===== src/rtl/ram_pkg.sv =====
// Shared types and constants for the single-port clearable RAM.
package ram_pkg;

    typedef enum logic {
        ST_CLEAR = 1'b0,
        ST_IDLE  = 1'b1
    } state_t;

    localparam int unsigned RAM_CLR_VAL = 0;

    function automatic int unsigned lane_count(input int unsigned data_w);
        return data_w / 8;
    endfunction

endpackage


===== src/rtl/ram_sp_array.sv =====
// Pure storage: one port with per-lane write enables and a registered read.
module ram_sp_array
    import ram_pkg::*;
#(
    parameter int unsigned DATA_W = 16,
    parameter int unsigned ADDR_W = 4,
    parameter int unsigned DEPTH  = 16,
    localparam int unsigned LANES = lane_count(DATA_W)
) (
    input  logic              clk,
    input  logic              rst,
    input  logic [ADDR_W-1:0] addr,
    input  logic              we,
    input  logic [LANES-1:0]  wbe,
    input  logic [DATA_W-1:0] wdata,
    input  logic              re,
    input  logic              rzero,
    output logic [DATA_W-1:0] rdata
);

    logic [DATA_W-1:0] mem [DEPTH];

    // No reset on the array so it maps onto plain memory cells.
    always_ff @(posedge clk) begin
        for (int i = 0; i < int'(LANES); i++) begin
            if (we && wbe[i]) begin
                mem[addr][8*i +: 8] <= wdata[8*i +: 8];
            end
        end
    end

    // Read register; out-of-range reads return zero instead of aliasing.
    always_ff @(posedge clk or posedge rst) begin
        if (rst) begin
            rdata <= '0;
        end else if (re) begin
            if (rzero) begin
                rdata <= '0;
            end else begin
                rdata <= mem[addr];
            end
        end
    end

endmodule


===== src/rtl/ram_sp_clr.sv =====
// Single-port RAM with valid/ready requests, byte lanes and a clear sweep
// that zeroes the array after reset and whenever clr is raised.
module ram_sp_clr
    import ram_pkg::*;
#(
    parameter int unsigned DATA_W = 16,
    parameter int unsigned ADDR_W = 4,
    parameter int unsigned DEPTH  = 16,
    localparam int unsigned LANES = lane_count(DATA_W)
) (
    input  logic              clk,
    input  logic              rst,
    input  logic              en,
    input  logic              wr,
    input  logic [ADDR_W-1:0] addr,
    input  logic [DATA_W-1:0] indata,
    input  logic [LANES-1:0]  be,
    output logic              ready,
    input  logic              clr,
    output logic [DATA_W-1:0] outdata,
    output logic              rvalid,
    output logic              err,
    output logic              busy
);

    state_t            state_q, state_d;
    logic [ADDR_W-1:0] clr_ptr_q, clr_ptr_d;

    logic              acc;
    logic              in_range;
    logic              clearing;
    logic              arr_we;
    logic [LANES-1:0]  arr_wbe;
    logic [DATA_W-1:0] arr_wdata;
    logic [ADDR_W-1:0] arr_addr;

    assign clearing = (state_q == ST_CLEAR);
    assign ready    = (state_q == ST_IDLE) && !clr;
    assign acc      = en && ready;
    assign in_range = (32'(addr) < DEPTH);
    assign busy     = clearing;

    // The sweep owns the single port while clearing.
    assign arr_addr  = clearing ? clr_ptr_q : addr;
    assign arr_we    = clearing || (acc && wr && in_range);
    assign arr_wbe   = clearing ? '1 : be;
    assign arr_wdata = clearing ? DATA_W'(RAM_CLR_VAL) : indata;

    always_ff @(posedge clk or posedge rst) begin
        if (rst) begin
            state_q   <= ST_CLEAR;
            clr_ptr_q <= '0;
        end else begin
            state_q   <= state_d;
            clr_ptr_q <= clr_ptr_d;
        end
    end

    always_comb begin
        state_d   = state_q;
        clr_ptr_d = clr_ptr_q;
        case (state_q)
            ST_CLEAR: begin
                if (clr_ptr_q == ADDR_W'(DEPTH - 1)) begin
                    state_d   = ST_IDLE;
                    clr_ptr_d = '0;
                end else begin
                    clr_ptr_d = clr_ptr_q + ADDR_W'(1);
                end
            end
            ST_IDLE: begin
                if (clr) begin
                    state_d   = ST_CLEAR;
                    clr_ptr_d = '0;
                end
            end
            default: begin
                state_d   = ST_CLEAR;
                clr_ptr_d = '0;
            end
        endcase
    end

    // Response strobes for accepted requests.
    always_ff @(posedge clk or posedge rst) begin
        if (rst) begin
            rvalid <= 1'b0;
            err    <= 1'b0;
        end else begin
            rvalid <= acc && !wr;
            err    <= acc && !in_range;
        end
    end

    ram_sp_array #(
        .DATA_W (DATA_W),
        .ADDR_W (ADDR_W),
        .DEPTH  (DEPTH)
    ) u_array (
        .clk   (clk),
        .rst   (rst),
        .addr  (arr_addr),
        .we    (arr_we),
        .wbe   (arr_wbe),
        .wdata (arr_wdata),
        .re    (acc && !wr),
        .rzero (!in_range),
        .rdata (outdata)
    );

endmodule


===== config.mk =====
export PLATFORM = sky130hd
export DESIGN_NAME = ram_sp_clr
export DESIGN_NICKNAME = d
export VERILOG_FILES = /design/src/rtl/ram_pkg.sv /design/src/rtl/ram_sp_array.sv /design/src/rtl/ram_sp_clr.sv
export SDC_FILE = /design/constraint.sdc
export NUM_CORES = 1
export LEC_CHECK = 0
export ABC_AREA = 1
export CAP_MARGIN = 20
export CORE_ASPECT_RATIO = 0.8
export CORE_MARGIN = 2
export CORE_UTILIZATION = 60
export DETAILED_ROUTE_END_ITERATION = 10
export PLACE_DENSITY_LB_ADDON = 0.15
export SLEW_MARGIN = 20
export SYNTH_ARGS = -nofsm -noshare
export SYNTH_HDL_FRONTEND = slang
export SYNTH_SLANG_ARGS = --single-unit

===== constraint.sdc =====
create_clock -name clk -period 3.8 [get_ports clk]
set_input_delay 0.76 -clock clk [delete_from_list [all_inputs] [get_ports clk]]
set_output_delay 0.76 -clock clk [all_outputs]
set_load 0.02 [all_outputs]

# Word-level counts from Yosys, hierarchy flattened
# Memories as Yosys holds them, arrays and structs flattened. A register that Yosys moved wholly into a read port is not among the register bits.
# Index checks and enable logic that the tools add are counted.
# word_totals
regBits	6
ram_bits	256
inputBits	27
wordCells	30
n_memories	1
# memory_table
memory	depth	word_bits	rd	rd_ports_with_merged_regs	write_ports	line	rtl
u_array.mem	16	16	1	1	1	ram_sp_array.sv:21	logic [DATA_W-1:0] mem [DEPTH];
# classes
n_addsub	1
n_eq_ne	2
n_mux	13
bitwise_logic	1
reduce_logical	9
# op_table
cell	n
$mux 16	1
$mux 4	3
$pmux 4 s2	1
$logic_and 1x1->1	6
$mux 1	6
$add 4x1->4 const B	1
$eq 4x4->1 const B	1
$logic_not 1->1	2
$mux 2	1
$ne 2x2->1 const B	1
$pmux 1 s2	1
$logic_or 1x1->1	1
$not 1->1	1

# Logic depth before layout (Yosys ltp)
# Gate-level depths: netlist (run 1).
# depth
depth_word	8
depth_mapped	14
mapped_depth_nobuf	11

# Modules after synthesis
# From an unflattened synthesis (run 1), not the netlist that was laid out.
# hier_totals
cells_unflattened	1179
area_unflattened_um2	11852.6
# modules_own_cells
mod	n_inst	cells_per_inst	area_each_um2	seq_area_each_um2
ram_sp_array	1	1095	11365.9	8087.8
ram_sp_clr	1	84	486.7	150.1

# Worst setup path after synthesis (run 1)
# No wires, ideal clock.
# synth_path
path_type	input to register
start	in clr
end	mem u_array.mem[10][0], enable pin
arrival_ps	2204
required_time_ps	3417
path_slack_ps	1213
cell_stages	6
cell_sequence	nor2_2 -> nand2_1 -> nor2_1 -> a21oi_2 -> buf_2 -> nor3_1
# synth_between
elab_chain_len	8
# synth_lines
item	line	rtl
from (decl)	ram_sp_clr.sv:19	input logic clr,
$logic_not 1->1	ram_sp_clr.sv:38	assign ready = (state_q == ST_IDLE) && !clr;
$logic_and 1x1->1	ram_sp_clr.sv:38	
$logic_and 1x1->1	ram_sp_clr.sv:39	assign acc = en && ready;
$logic_and 1x1->1	ram_sp_clr.sv:45	assign arr_we = clearing || (acc && wr && in_range);
$logic_or 1x1->1	ram_sp_clr.sv:45	
$logic_and 1x1->1	ram_sp_array.sv:26	if (we && wbe[i]) begin
$mux 1	ram_sp_array.sv:26	
$mux 1 (implied by the code)	ram_sp_array.sv:27	mem[addr][8*i +: 8] <= wdata[8*i +: 8];
to (decl)	ram_sp_array.sv:21	
# No other way between the ends.

# Final worst setup path (run 1)
# layout_path
start	reg state_q
end	mem u_array.mem[10][2], enable pin
# layout_between
elab_chain_len	7
word_cells_on_any_way	10
cone_classes	mux (4); bitwise (1); reduce/logical (5)
# layout_lines
item	line	rtl
from (decl)	ram_sp_clr.sv:26	state_t state_q, state_d;
from (signal assigned)	ram_sp_clr.sv:54	state_q <= state_d;
$logic_and 1x1->1	ram_sp_clr.sv:38	
$logic_and 1x1->1	ram_sp_clr.sv:39	
$logic_and 1x1->1	ram_sp_clr.sv:45	
$logic_or 1x1->1	ram_sp_clr.sv:45	
$logic_and 1x1->1	ram_sp_array.sv:26	
$mux 1	ram_sp_array.sv:26	
$mux 1 (implied by the code)	ram_sp_array.sv:27	
# Several ways; a longest one is shown, not always the timed one.

==> results of run 1 <==
[per-stage QoR]
stage	total power [uW]	cell area, um2	setup slack, ns
global placement	9930	12800	0.524
finish	12900	13800	0.742
detailed placement	10000	12800	0.396
floorplan	8240	12100	1.21
global route	13700	13800	0.585
CTS	12800	13700	0.689
[report_power, final]
group	internal, uW	switching (uW)	leakage (uW)
logic	1540	4050	0.00249
registers	4330	228	0.00266
clock network	1670	1130	0.000454
total	7530	5410	0.00561
[logic make-up (layout without fill, tap and decap cells)]
group,count (synthesis),count (layout),share of synthesized area (%)
simple gates,765,765,26.7
flops,278,278,68.3
buf+inv,98,165,4.15
compound gates,9,9,0.664
fa+ha+maj,1,1,0.104
other cells,1,1,0.0311
xor+xnor,1,1,0.0726
[worst min-delay path: stages, from the launching register on]
cell	delay, ns
dfrtp_1	0.34
nor2_1	0.05
nor2_1	0.08
[layout by cell type (no fill, tap or decap), drive strengths merged]
cell type        n
a21oi            2
buf             38
bufinv           3
clkbuf          37
clkdlybuf4s50   45
clkinv           7
clkinvlp         2
conb             1
dfrtp           22
edfxtp         256
ha               1
inv             33
nand2          514
nand3          162
nor2            56
nor3            32
o21ai            5
o22ai            1
o32ai            1
or2              1
xor2             1
[flip-flops by register name, indices dropped and copies added, names as in the netlist]
name           flops
state_q            1
u_array.mem      256
u_array.rdata     16
clr_ptr_q          4
rvalid             1
[layer usage]
metal	GRT usage [%]	vias up
met4	6.19	0
li1	-	3958
met1	42.4	4093
met3	7.86	60
met5	0	-
met2	44.1	505
[final timing paths]
| path | start | to | slack (ns) | cells after the start |
|---|---|---|---|---|
| worst min register to register | u_array.rdata[4]$_DFFE_PP0P_ | u_array.rdata[4]$_DFFE_PP0P_ | 0.51 | 2 |
| worst min-delay path | u_array.rdata[4]$_DFFE_PP0P_ | u_array.rdata[4]$_DFFE_PP0P_ | 0.51 | 2 |
| worst max-delay path | state_q$_DFF_PP0_ | u_array.mem[10][2]$_DFFE_PP_ | 0.74 | 4 |
| worst max register to register | state_q$_DFF_PP0_ | u_array.mem[10][2]$_DFFE_PP_ | 0.74 | 4 |
| max in group asynchronous | rst | u_array.rdata[0]$_DFFE_PP0P_ | 2.58 | 2 |
| min in group asynchronous | rst | clr_ptr_q[3]$_DFFE_PP0P_ | 0.70 | 2 |
[final cells by class]
| class | count | area [um2] |
|---|---|---|
| sequential | 278 | 8240 |
| clock buffer | 37 | 796 |
| inverter | 32 | 130 |
| tap | 264 | 330 |
| fill | 1427 | 6030 |
| clock inverter | 13 | 143 |
| timing repair buffer | 83 | 736 |
| multi-input combinational | 777 | 3390 |
==> metrics.txt, run 1 <==
detailed placement HPWL 18.3 mm; layout cells sized above 1 10.0%; htree depth 1; crit share post-route 80.5%; Max Slew Vio Count 0; RD Place Congestion 0.880; Placed Cells incl. Taps 1434; input/output buffers 45; top routing layer used met4; pwr dens 940 nW/um2; Avg WL per Cell 20.4 um; top-count cell post-synth nand2_1; Mean Syn Cell Area 10.5 um2; DIE AREA 21300 um2; worst rel slew slack 26.2%; CP dominant cell by count nand2_1; Static Leakage 0.00561 uW; clock sink count 278; Tot GR Track Use 28.9%; CTS buffer count 27; Critical Path, Cell by Cell nand2_1 > o21ai_4 > nand2_1 > nor3_1; post-layout util 69.5%; commonest cells in the netlist nand2_1, edfxtp_1, nand3_1; Avg Vias per Cell 5.81; cts repair resizes 0; met2 WL post-DR 13.5 mm; DRC violations left 0; cell count after synthesis 1153; CTS Hold Bufs 0; final wirelength 30.3 mm; CTS tree done; WL met3 3.62 mm; clock root buffer clkbuf_16; Core ar. 19800 um2; max-cap violation count 0; layout net count 1227; Vias 8616; final setup vio count 0; Synth async-reset ratio 7.91%; Final Skew 0.0246 ns; total number of yosys warnings 0; Mapped Nets 1181; grt ovf 0; Worst-path clk slew 0.06 ns; ranking of synthesized cells by area edfxtp_1, nand2_1, nand3_1; CP max-delay cell nor3_1; delay-heaviest family, CP simple AND/OR/NAND/NOR gates; Min Hold Slack 0.507 ns; Clock Path Buffers 3; fin crit period 3.06 ns; fmax 0.327 GHz; post-CTS setup buffer count 0; Synth-to-Final Area Change 14.1%; Syn Std Cell Area 12100 um2; HP Class reg2reg; Slew @ Worst Pin 1.11 ns; number of global-route vias before repair 8028; global-route wire length before repair 46.2 mm; synth unique cells 30; largest net degree at the start of global routing 75; DRT Pass-1 Iters 6; Worst path max stage delay 0.96 ns; Worst VDD drop 0.617 mV; met1 wire length 12.6 mm; ANT cells 0; Finished Layout Cells 1484; Worst Path Max Fanout 16; WP data required 3.94 ns; Routed Antenna Nets 0; Initial Util 61.0%; Chip Width 163 um; setup TNS 0 ns; number of buffers and inverters on the critical path 0; number of synthesized flops with an enable pin 256; CP Capture Type register; Startpoint Class register; Die Ht 131 um; Yosys top cell area share 63.7%; I/O pin total 47; worst-skew pair later-pin latency 0.54 ns; cell taking the most area after synthesis edfxtp_1; Seq cells post-synth 278; final hold vios 0; crit path kind reg2reg; register area share after synthesis 68.3%; initial antenna violation count 0; 1st-iter DRT viols 1024; RSZ-0062 raised after global routing no; Critical Path AT 3.20 ns; run status finished, final reports clean; dominant synthesized flop cell edfxtp_1; Rows 46
Power figures use the tool's default switching activity.
==> run 2, diff against run 1 <==
Clock period 3.8 ns to 2.9 ns, I/O delays scaled along.
==> run 2 against run 1 <==
  * Global-route usage shrank 0.45 points
  * Non-clock buffer count grew 24
  * Via count grew 0.52%
  * Combinational power grew 35%
  * Final cell count grew 1.3%
  * Power grew 30%
  * Worst setup slack lost 0.59 ns
  * First-iteration DRC count shrank 1.7%
  * Flip-flop and latch count is the same
  * Clock skew shrank 0.016 ns
  * Clock power grew 19%
  * Critical path depth is the same
  * Largest cell class unchanged
==> metrics.txt, run 2 (synthesized netlist as in run 1, its figures left out) <==
Rows 46; Die Ht 131 um; final setup vio count 0; Vias 8661; Avg WL per Cell 20.0 um; met1 wire length 12.6 mm; setup TNS 0 ns; 1st-iter DRT viols 1007; Critical Path AT 2.17 ns; clock root buffer clkbuf_16; Worst-path clk slew 0.07 ns; Chip Width 163 um; RD Place Congestion 0.889; initial antenna violation count 1; DRC violations left 0; final hold vios 0; detailed placement HPWL 18.3 mm; Top Registers u_array.mem: 256 flops, u_array.rdata: 16 flops, clr_ptr_q: 4 flops; grt ovf 0; post-layout util 69.9%; worst rel slew slack 25.7%; CTS buffer count 26; CP max-delay cell dfrtp_1; Startpoint Class register; clock sink count 278; Static Leakage 0.00569 uW; input/output buffers 45; CTS tree done; ANT cells 0; Slew @ Worst Pin 1.11 ns; post-CTS setup buffer count 0; crit path kind reg2out; worst r2r src state_q$_DFF_PP0_; Tot GR Track Use 28.5%; Max Slew Vio Count 0; DP Worst Slack 0.0791 ns; I/O pin total 47; most common cell after layout, fill and taps aside nand2_1; Worst R2R Setup Slack 0.29 ns; largest register by flop count u_array.mem; layout net count 1250; Min Hold Slack 0.399 ns; cts repair resizes 0; layout cells sized above 1 10.7%; reg2reg end u_array.mem[7][10]$_DFFE_PP_; Worst path max stage delay 0.78 ns; crit share post-route 94.8%; Worst R2R Path Depth 10; WL met3 3.46 mm; htree depth 1; fmax 0.364 GHz; fin crit period 2.75 ns; Avg Vias per Cell 5.76; met2 WL post-DR 13.2 mm; run status finished, final reports clean; final wirelength 30.0 mm; fill count 1414; Initial Util 61.0%; global-route wire length before repair 45.1 mm; post-route worst setup slack 0.151 ns; pwr dens 1220 nW/um2; delay-heaviest family, CP flip-flops; Routed Antenna Nets 0; number of global-route vias before repair 7931; DIE AREA 21300 um2; DRT Pass-1 Iters 5; CP Capture Type output pin; Worst VDD drop 0.895 mV; max-cap violation count 0; worst-skew pair later-pin latency 0.53 ns; max FFs per register 256; Worst Path Max Fanout 10; CTS Hold Bufs 0; top routing layer used met5; WP data required 2.32 ns; Critical Path, Cell by Cell inv_6 > nor2_2 > buf_4 > clkdlybuf4s50_1; Final Skew 0.00835 ns; number of buffers and inverters on the critical path 3; Core ar. 19800 um2; most frequent cells in the layout nand2_1, edfxtp_1, nand3_1; RSZ-0062 raised after global routing no; largest net degree at the start of global routing 71; HP Class in2async; Clock Path Buffers 3; Synth-to-Final Area Change 14.6%
[run 2: cell types whose count changed in the layout (fill, tap and decap cells not counted), sizes merged]
cell / previous run / this run
buf: 38 / 62
clkinv: 7 / 10
clkinvlp: 2 / 3
clkbuf: 37 / 29
inv: 33 / 32
[run 2: where the power goes]
part	internal, uW	switching, uW
sequential	5660	306
combinational	2200	5320
clock	1900	1440
total	9760	7060
[run 2: worst max-delay path by stage]
stage	startpoint	endpoint	slack, ns	cells past startpoint
CTS	state_q$_DFF_PP0_	ready	0.15	4
detailed placement	clr	u_array.mem[13][1]$_DFFE_PP_	0.08	7
global placement	clr	u_array.mem[13][1]$_DFFE_PP_	0.13	7
floorplan	clr	u_array.mem[10][0]$_DFFE_PP_	0.49	6
global route	state_q$_DFF_PP0_	ready	0.1	4
finish	state_q$_DFF_PP0_	ready	0.15	4
[run 2: layout make-up]
class / count / area, um2 / area share, %
sequential: 278 / 8240 / 59.6
multi-input combinational: 777 / 3350 / 24.2
timing repair buffer: 107 / 953 / 6.89
clock buffer: 29 / 662 / 4.78
tap: 264 / 330 / 2.39
clock inverter: 16 / 166 / 1.20
inverter: 32 / 130 / 0.941
[run 2: metrics by stage]
stage	total power [uW]	area, um2	instances
finish	16800	13800	1503
global route	17800	13800	1503
CTS	16700	13800	1503
detailed placement	13400	13000	1458
global placement	13200	13000	1458
floorplan	10800	12100	1153
[run 2: routing by layer]
metal,GRT usage (%),vias up
met1,42.6,4121
met3,6.28,65
met4,7.70,2
met2,42.9,481
li1,-,3992
met5,0,-
[run 2: worst register-to-register path: stages (launching register included)]
cell and delay, ns:
dfrtp_1 0.62, inv_6 0.14, buf_4 0.19, nand2_2 0.11
nand2_2 0.08, buf_4 0.12, buf_12 0.26, nand2_1 0.17
buf_4 0.21, nor3_1 0.21, buf_4 0.21
==> run 3, diff against run 2 <==
Clock period 2.9 ns to 3.3 ns, I/O delays scaled along.
==> run 3 against run 2 <==
  * The run now ends with design-rule violations left
  * Worst setup slack gained 0.32 ns
  * Sequential share of layout area is 0.21 points higher
  * Clock power shrank 11%
  * Critical path type unchanged
  * Critical endpoint unchanged
==> metrics.txt, run 3 (synthesized netlist as in run 1, its figures left out) <==
htree depth 1; fmax 0.354 GHz; cts repair resizes 0; reg2reg end u_array.mem[8][11]$_DFFE_PP_; max FFs per register 256; Top Registers u_array.mem: 256 flops, u_array.rdata: 16 flops, clr_ptr_q: 4 flops; worst r2r src state_q$_DFF_PP0_; Worst R2R Path Depth 6; post-CTS setup buffer count 0; DIE AREA 21300 um2; final instance area 13800 um2; clock sink count 278; HP Class reg2reg; Clock Path Buffers 3; input/output buffers 45; Rows 46; Routed Antenna Nets 0; Static Leakage 0.00568 uW; Chip Width 163 um; Worst VDD drop 0.623 mV; DRC violations left 1; final hold vios 0; Avg Vias per Cell 5.78; layout net count 1246; setup TNS 0 ns; Tot GR Track Use 28.8%; worst-skew pair later-pin latency 0.53 ns; Slew @ Worst Pin 1.13 ns; max-cap violation count 0; ANT cells 0; Initial Util 61.0%; worst rel slew slack 24.9%; Die Ht 131 um; Worst R2R Setup Slack 0.74 ns; Max Slew Vio Count 0; Worst Path Max Fanout 12; layout cells sized above 1 10.5%; HP Start u_array.rdata[8]$_DFFE_PP0P_; pwr dens 1070 nW/um2; most frequent cells in the layout nand2_1, edfxtp_1, nand3_1; largest net degree at the start of global routing 63; Startpoint Class register; Synth-to-Final Area Change 14.2%; CP Capture Type output pin; fin crit period 2.83 ns; final wirelength 29.9 mm; number of global-route vias before repair 8123; Worst-path clk slew 0.06 ns; 1st-iter DRT viols 1147; WP data required 2.64 ns; global-route wire length before repair 45.6 mm; run status finished, violations left; Critical Path AT 2.17 ns; failing checks design-rule violations; CTS Hold Bufs 0; crit path kind reg2out; total power 14700 uW; Vias 8686; RD Place Congestion 0.864; CTS buffer count 28; Final Skew 0.00838 ns; Hold Path Depth 2; detailed placement HPWL 18.5 mm; crit share post-route 85.6%; grt ovf 0; Cell Area, Placed 12900 um2; Worst Hold End u_array.rdata[8]$_DFFE_PP0P_; Core ar. 19800 um2; Avg WL per Cell 19.9 um; RSZ-0062 raised after global routing no; largest register by flop count u_array.mem; clock root buffer clkbuf_16; final setup vio count 0; initial antenna violation count 0; CTS tree done; I/O pin total 47; most common cell after layout, fill and taps aside nand2_1; DRT Pass-1 Iters 9
## run 3: metrics by stage
step | util, % | std cells | setup slack (ns) | hold slack [ns]
3_5_place_dp | 65.3 | 1452 | 0.456 | 0.502
3_3_place_gp | 65.3 | 1452 | 0.499 | 0.493
4_1_cts | 69.6 | 1503 | 0.463 | 0.516
5_1_grt | 69.6 | 1503 | 0.378 | 0.549
6_report | 69.6 | 1503 | 0.474 | 0.513
2_1_floorplan | - | 1153 | 0.813 | 0.553
## run 3: how the worst max path moves through the flow
stage                                         endpoint  cells after the start              start  slack, ns
after global placement    u_array.mem[4][12]$_DFFE_PP_                      7            addr[1]       0.50
final                                            ready                      3  state_q$_DFF_PP0_       0.47
after detailed placement   u_array.mem[4][9]$_DFFE_PP_                      7            addr[1]       0.46
after global routing                             ready                      3  state_q$_DFF_PP0_       0.38
after floorplan           u_array.mem[10][0]$_DFFE_PP_                      6                clr       0.81
after CTS                                        ready                      3  state_q$_DFF_PP0_       0.46
## run 3: power breakdown
group          switching [uW]  internal [uW]  leakage (uW)
Sequential                258           4970       0.00266
Clock                    1260           1700      0.000428
Combinational            4670           1880       0.00259
## run 3: layout make-up
| class | instances | area [um2] |
|---|---|---|
| Inverter | 32 | 130 |
| Tap cell | 264 | 330 |
| Clock inverter | 13 | 86.3 |
| Sequential cell | 278 | 8240 |
| Fill cell | 1443 | 6010 |
| Timing Repair Buffer | 101 | 883 |
| Multi-Input combinational cell | 777 | 3350 |
| Clock buffer | 38 | 769 |
## run 3: per-layer routing
layer | GRT usage [%] | part of all wire [%] | vias up | routed length [um]
li1 | - | - | 4001 | -
met1 | 42.2 | 42 | 4133 | 12600
met2 | 43.4 | 44 | 482 | 13100
met3 | 7.17 | 11 | 70 | 3400
met4 | 8.43 | 2.6 | 0 | 762
met5 | 0 | 0 | - | 0
## run 3: worst max-delay path: stages, from the launching register on
cell and delay [ns]:
dfrtp_1 0.70, inv_6 0.12, nor2_2 0.17, clkdlybuf4s50_1 0.64
